<file path="config.mk">
export PLATFORM = sky130hd
export DESIGN_NAME = fsk_mod
export DESIGN_NICKNAME = d
export VERILOG_FILES = /design/src/rtl/fsk_mod.sv
export SDC_FILE = /design/constraint.sdc
export NUM_CORES = 1
export LEC_CHECK = 0
export CAP_MARGIN = 5
export CELL_PAD_IN_SITES_DETAIL_PLACEMENT = 1
export CELL_PAD_IN_SITES_GLOBAL_PLACEMENT = 2
export CORE_MARGIN = 3
export CORE_UTILIZATION = 39
export DETAILED_ROUTE_END_ITERATION = 6
export GPL_TIMING_DRIVEN = 0
export HOLD_SLACK_MARGIN = 0.08
export MAX_ROUTING_LAYER = met4
export PLACE_DENSITY = 0.8
export SYNTH_ARGS = -nofsm -noshare
export SYNTH_HDL_FRONTEND = slang
export SYNTH_SLANG_ARGS = --single-unit
</file>
<file path="constraint.sdc">
create_clock -name clk -period 7.75 [get_ports clk]
set_input_delay 1.1625 -clock clk [delete_from_list [all_inputs] [get_ports clk]]
set_output_delay 1.1625 -clock clk [all_outputs]
set_load 0.01 [all_outputs]
</file>
<file path="src/rtl/fsk_mod.sv">
// Continuous-phase binary FSK modulator: each accepted bit becomes SAMPLES_PER_BIT
// sine samples whose phase step depends on the bit value; back-to-back bits keep phase.
module fsk_mod #(
  parameter int         SAMPLES_PER_BIT = 64,
  parameter logic [7:0] F0_STEP         = 8'd4,
  parameter logic [7:0] F1_STEP         = 8'd8
) (
  input  logic       clk,
  input  logic       rst_n,
  input  logic       bit_in,
  input  logic       bit_valid,
  output logic       bit_ready,
  output logic [7:0] data_out,
  output logic       data_valid
);

  localparam int            CW   = $clog2(SAMPLES_PER_BIT);
  localparam logic [CW-1:0] LAST = CW'(SAMPLES_PER_BIT - 1);

  typedef enum logic {IDLE, SEND} state_t;

  state_t        state;
  logic [7:0]    phase;
  logic [CW-1:0] count;
  logic          cur_bit;

  logic          accept;
  logic          next_bit;
  logic [7:0]    step;

  // Quarter-wave table (0..16) mirrored into a full 64-entry 128 +/- 127*sin period.
  function automatic logic [7:0] sine_lut(input logic [5:0] idx);
    logic [4:0] pos;
    logic [4:0] qi;
    logic [6:0] amp;
    pos = idx[4:0];
    qi  = (pos > 5'd16) ? (5'd0 - pos) : pos;
    case (qi)
      5'd0:    amp = 7'd0;
      5'd1:    amp = 7'd12;
      5'd2:    amp = 7'd25;
      5'd3:    amp = 7'd37;
      5'd4:    amp = 7'd49;
      5'd5:    amp = 7'd60;
      5'd6:    amp = 7'd71;
      5'd7:    amp = 7'd81;
      5'd8:    amp = 7'd90;
      5'd9:    amp = 7'd98;
      5'd10:   amp = 7'd106;
      5'd11:   amp = 7'd112;
      5'd12:   amp = 7'd117;
      5'd13:   amp = 7'd122;
      5'd14:   amp = 7'd125;
      5'd15:   amp = 7'd126;
      default: amp = 7'd127;
    endcase
    return idx[5] ? (8'd128 - {1'b0, amp}) : (8'd128 + {1'b0, amp});
  endfunction

  // A newly accepted bit takes effect on the very sample it starts, so it picks the step.
  assign accept   = bit_valid & bit_ready;
  assign next_bit = accept ? bit_in : cur_bit;
  assign step     = next_bit ? F1_STEP : F0_STEP;

  always_ff @(posedge clk or negedge rst_n) begin
    if (!rst_n) begin
      state      <= IDLE;
      phase      <= 8'd0;
      count      <= '0;
      cur_bit    <= 1'b0;
      data_out   <= 8'd128;
      data_valid <= 1'b0;
      bit_ready  <= 1'b0;
    end else begin
      case (state)
        IDLE: begin
          if (accept) begin
            state      <= SEND;
            cur_bit    <= bit_in;
            data_out   <= sine_lut(phase[7:2]);
            phase      <= phase + step;
            count      <= '0;
            data_valid <= 1'b1;
            bit_ready  <= 1'b0;
          end else begin
            data_out   <= 8'd128;
            data_valid <= 1'b0;
            phase      <= 8'd0;
            count      <= '0;
            bit_ready  <= 1'b1;
          end
        end
        SEND: begin
          if (accept || count != LAST) begin
            // Either mid-symbol or a gapless hand-over to the next bit; phase runs on.
            cur_bit    <= next_bit;
            data_out   <= sine_lut(phase[7:2]);
            phase      <= phase + step;
            data_valid <= 1'b1;
            count      <= accept ? '0 : count + 1'b1;
            bit_ready  <= !accept && (count + 1'b1 == LAST);
          end else begin
            state      <= IDLE;
            data_out   <= 8'd128;
            data_valid <= 1'b0;
            phase      <= 8'd0;
            count      <= '0;
            bit_ready  <= 1'b1;
          end
        end
        default: state <= IDLE;
      endcase
    end
  end

endmodule

</file>
# == After elaboration in Yosys (flattened, before gate mapping) ==
# Memory sizes are Yosys's and may differ from the RTL's.
# Cells that the tools add are included.
# op_classes
n_mux,28
addsub,7
bitwise_logic,2
magnitude_cmp,1
reduce_logical,3
eq_ne,3
# op_table
operator,count
$mux 8,6
$mux 7,6
$pmux 8 s2,2
$add 8x7->8 const A,2
$sub 8x7->8 const A,2
$mux 6,2
$pmux 6 s2,1
$add 8x4->8,1
$add 6x1->6 const B,1
$eq 6x6->1 const B,1
$mux 1,6
$ne 6x6->1 const B,1
$pmux 1 s2,3
$gt 5x5->1 const B,1
$mux 5,1
$sub 1x5->5 const A,1
$mux 4,1
$ne 2x1->1 const B,1
$and 1x1->1,1
$logic_and 1x1->1,1
$logic_not 1->1,1
$logic_or 1x1->1,1
$not 1->1,1
# totals
word_cells,52
input_bits,4
romBits,224
regBits,25
n_memories,2
# mem_list
memory,words,width,rd,rd_clocked_by_memory_dff,wr,line_no,text
(name not given),16,7,1,0,0,38,case (qi)
(name not given),16,7,1,0,0,38,

# == Logic depth before layout (Yosys ltp) ==
# An unclocked memory read counts as a cell.
# depth
word_depth,10
ltp_mapped,13
depth_no_buf,12

# == Worst setup path before layout ==
# Ideal clock, no wire load.
# synth_timing
path_kind,flip-flop to flip-flop
start,register phase[2]
end,register data_out[5]
slack_ns,4.407
period_less_slack_ns,3.343
setup_ns,0.119
arrival_time_ns,3.224
path_buffers,1
stages_incl_launch_ff,14
path_cell_list,dfrtp_1 > buf_6 > inv_1 > ha_1 > or3b_1 > a311o_2 > ha_1 > nand2b_1 > mux2_2 > and3_1 > o32ai_1 > a41oi_1 > xnor2_1 > nor2_1
# synth_between
elab_chain_cells,10
word_cells_on_any_way,20
# synth_lines
element,line_no,text
from (decl),23,logic [7:0] phase;
from (signal assigned),81,phase <= phase + step;
from (signal assigned),98,phase <= phase + step;
$sub 1x5->5 / $gt 5x5->1 (equally long branches),37,qi = (pos > 5'd16) ? (5'd0 - pos) : pos;
$mux 5 *,37,
$mem_v2 16x7,--,
$mux 7,38,
$mux 7 (on tied branches),"94, 77",
$mux 7,75,case (state)
$add 8x7->8 / $sub 8x7->8 (equally long branches),57,"return idx[5] ? (8'd128 - {1'b0, amp}) : (8'd128 + {1'b0, amp});"
$mux 8,57,
$mux 8 (on tied branches),"94, 77",
$pmux 8 s2 *,75,
to (signal assigned),80,data_out <= sine_lut(phase[7:2]);
to (signal assigned),97,data_out <= sine_lut(phase[7:2]);
to (decl),13,"output logic [7:0] data_out,"
# Mark *: on every way between the ends. The rest lies on a longest branch, timed or not. The select of a mux whose other input is x is not followed.
# A chain may end at the register's enable or synchronous reset.

# == Worst setup path after layout ==
# Same ends and word-level chain as after synthesis.

==> metrics.md <==
| Metric | Value |
|---|---|
| Fraction of power spent switching nets | `a little under a third` |
| Share of the synthesized area in the top cell type | `approximately 34%` |
| Startpoint types | `flip-flop` |
| Setup-violating endpoint count in the final report | `0` |
| Count of antenna-violating nets left after detailed routing | `0` |
| Total power divided by cell area | `around 160 nW/µm²` |
| Setup clock skew after layout | `0.00165 ns` |
| Via density | `approximately 5.5` |
| Average footprint of a synthesized cell | `between 9 and 10 µm²` |
| # fillers | `430` |
| Number of iterations in the first detailed-routing pass | `4` |
| Clock tree from TritonCTS | `done` |
| Nets | `195` |
| CTS HTree Levels | `1` |
| Clock share of power | `a little over a quarter` |
| Iteration-0 DRC count of the detailed router | `49` |
| Worst Reg-to-Reg Cells | `13` |
| Startpoint of the lowest-slack hold path | `cur_bit` |
| Detail-routed net length per standard cell | `between 15 and 20 µm` |
| Switching power | `roughly 0.00009 W` |
| Xor-xnor portion of the synthesized cell area | `approximately 8.2%` |
| Number of synthesis warnings | `0` |
| Area fraction in and, or, nand and nor cells after synthesis | `20.0%` |
| Combinational fraction of design power | `around 29%` |
| Port bufs | `13` |
| Minimum setup slack among reg-to-reg paths | `approximately 4.0 ns` |
| Outcome | `finished clean` |
| Clock transition time at the flip-flop clock pins of the worst setup and hold paths | `roughly 0.09 ns` |
| Post-route setup TNS | `0 ns` |
| Total of flip-flops plus latches after synthesis | `23` |
| Synth cell count leaders | `sky130_fd_sc_hd__dfrtp_1, sky130_fd_sc_hd__nor2_1, sky130_fd_sc_hd__ha_1` |
| IO Count | `14` |
| Global Route Usage Sum | `between 10% and 20%` |
| Biggest fanout along the worst timing path | `10` |
| Hold depth | `1` |
| Synthesized-area fraction occupied by adder cells | `9.05%` |
| Hold-fix buffer count after cts | `0` |
| Std-Cell Core Area | `between 3000 and 4000 µm²` |
| Post-Synthesis Net Count | `approximately 180` |
| Die X | `70.1 µm` |
| Crit Reg-Reg Startpoint | `phase[2]` |
| Synthesized instance count | `around 160` |
| TritonCTS buffer count | `3` |
| CTS Buffer Depth | `2` |
| Utilization after layout | `around half` |
| Number of endpoints with negative hold slack in the final report | `0` |
| Multiplexer share of the synthesized area | `approximately 3.4%` |
| Initial Util | `a little over two fifths` |
| Via Count | `roughly 1300` |
| Clock sinks | `23` |
| Most instantiated flip-flop cell in the synthesis netlist | `sky130_fd_sc_hd__dfrtp_1` |
| Final routed DRC violation total | `0` |
| Max capacitance violation total | `0` |
| Crit path kind | `flip-flop to flip-flop` |
| Worst reg2reg endpoint | `data_out[5]` |
| Slew Limit Fails | `0` |
| Worst slack, placed | `about 4.0 ns` |
| Initial antenna violation count | `0` |
| Final instance area | `between 1500 and 2000 µm²` |
| Sum of routed wire length over all layers | `3510 µm` |
| DP Area | `1790 µm²` |
| Largest net degree at the start of global routing | `24` |
| Worst slew margin relative to its limit | `between 20% and 30%` |
| Internal power consumption | `around 0.00020 W` |
| Max IR drop VDD | `between 0.06 and 0.07 mV` |
| Hold EP | `cur_bit` |
| Number of setup buffers added after CTS | `0` |
| Yosys cell types | `49` |
| Overall power of the completed layout | `between 0.0002 and 0.0003 W` |
| Share of the synthesized area in compound gates (AO/OA/AOI/OAI) | `17.7%` |
| Die Area | `4920 µm²` |
| Die height | `about 70 µm` |
| Part of the total power dissipated in sequential elements | `44.3%` |
| Data arrival time at the worst-slack endpoint | `3.91 ns` |
| Vias in the first global route | `~1300` |
| Maximum achievable frequency | `0.266 GHz` |
| Top cells by area, synth | `sky130_fd_sc_hd__dfrtp_1, sky130_fd_sc_hd__ha_1, sky130_fd_sc_hd__nor2_1, sky130_fd_sc_hd__xnor2_1, sky130_fd_sc_hd__buf_6` |
| Static leakage | `0.773 nW` |
| Top cell type by total area after synthesis | `sky130_fd_sc_hd__dfrtp_1` |
| Latest clock arrival within the worst-skew pair | `about 0.26 ns` |
| Gr ovfl total | `0` |
| Required time reported for the critical path endpoint | `around 7.9 ns` |
| Register area share after synthesis | `around 36%` |
| Setup repair after global routing missed its margin | `false` |
| Smallest setup slack after layout | `around 4 ns` |
| EDFF count, synth | `0` |
| Global-route wire length before repair | `approximately 6300 µm` |
| Half-perimeter wire length after placement | `between 2000 and 3000 µm` |
| Synthesis-to-layout area growth | `14.9%` |
| Fraction of final layout cells sized beyond drive strength 1 | `16.8%` |
| Largest family of logic cells by synthesized area | `simple AND/OR/NAND/NOR gates` |
| Least-Margin Pin Slew | `~1.1 ns` |
| Global placer's final weighted congestion | `around 0.84` |
| Rows | `22` |
| Share of synthesized registers carrying an async set or reset | `100%` |
| Min cycle time layout | `~3.8 ns` |
| Ratio of final minimum period to clock period | `48.5%` |
| Number of resized instances in the post-cts repair step | `0` |
| CTS Root Buffer Type | `sky130_fd_sc_hd__clkbuf_8` |
| Type of the worst min-delay path | `flip-flop to flip-flop` |
| Antenna diode count | `0` |
| Synthesized cell area | `1600 µm²` |
| Type of element capturing the critical path | `flip-flop` |
==> worst max path at each step <==
| stage | from | endpoint | slack, ns | cells after the start |
|---|---|---|---|---|
| final | phase[2] | data_out[5] | 3.99 | 13 |
| after global routing | phase[2] | data_out[5] | 3.69 | 13 |
| after CTS | phase[2] | data_out[5] | 4.00 | 13 |
| after detailed placement | phase[2] | data_out[5] | 4.01 | 13 |
| after global placement | phase[2] | data_out[5] | 4.05 | 13 |
| after floorplan | phase[2] | data_out[5] | 4.41 | 13 |
==> through the flow <==
step                      hold WS (ns)  instances
final                            0.514        227
after global routing             0.538        227
after CTS                        0.521        227
after detailed placement         0.500        223
after global placement           0.485        223
after floorplan                  0.474        162
==> layer usage <==
metal	global-route usage [%]	wire [µm]	share of wire [%]
met2	25.3	1650	47
met3	2.16	109	3.1
met1	21.7	1720	49
met5	-	0	0
met4	3.19	31	0.88
==> layout make-up <==
type | count | area, µm² | share of cell area, %
sequential | 23 | 577 | 31.3
timing repair buffer | 13 | 130 | 7.06
inverter | 7 | 26.3 | 1.43
clock inverter | 1 | 7.51 | 0.407
tap | 48 | 60.1 | 3.26
clock buffer | 3 | 41.3 | 2.24
multi-input combinational | 126 | 937 | 50.8
buffer | 6 | 63.8 | 3.46
==> cell families (layout without fill, tap and decap cells) <==
family,after synthesis,count (layout)
mux,5,5
simple gates,61,61
xor+xnor,15,15
compound gates,34,34
flops,23,23
buf+inv,13,30
fa+ha+maj,11,11
==> critical path, cell delays in order, from the launching register on <==
cell and delay [ns]:
sky130_fd_sc_hd__dfrtp_1 0.44, sky130_fd_sc_hd__buf_6 0.17, sky130_fd_sc_hd__inv_1 0.16, sky130_fd_sc_hd__ha_1 0.26, sky130_fd_sc_hd__or3b_1 0.36, sky130_fd_sc_hd__a311o_2 0.50, sky130_fd_sc_hd__ha_1 0.40, sky130_fd_sc_hd__nand2b_1 0.07
sky130_fd_sc_hd__mux2_2 0.28, sky130_fd_sc_hd__and3_1 0.18, sky130_fd_sc_hd__o32ai_1 0.36, sky130_fd_sc_hd__a41oi_1 0.19, sky130_fd_sc_hd__xnor2_1 0.22, sky130_fd_sc_hd__nor2_1 0.06
==> registers in the layout (all words and copies together), names as in the netlist <==
signal,flops
phase,6
data_out,8
cur_bit,1
bit_ready,1
count,6
state,1
==> power by group through the flow <==
stage | Clock [W] | Sequential (W) | Combinational [W]
finish | 0.0000761 | 0.000127 | 0.0000832
global route | 0.0000848 | 0.000127 | 0.0000939
CTS | 0.0000792 | 0.000127 | 0.0000842
detailed placement | 0 | 0.000129 | 0.0000838
global placement | 0 | 0.000129 | 0.0000812
floorplan | 0 | 0.000130 | 0.0000599
==> cell usage in the layout, fill, tap and decap left out, drive strengths merged, types with 2 or more instances in the layout <==
cell type,n
nor2,22
dfrtp,22
clkdlybuf4s50,13
ha,10
xnor2,9
nand3,8
inv,7
nand2,7
a21oi,7
xor2,6
buf,6
o21ai,5
mux2,4
and2,4
and2b,3
a31oi,3
nand2b,3
clkbuf,3
a311o,2
nor2b,2
a211oi,2
o211ai,2
nor3,2
or2b,2
or3,2
o32ai,2
No activity file was read; power rests on OpenSTA's default activity.
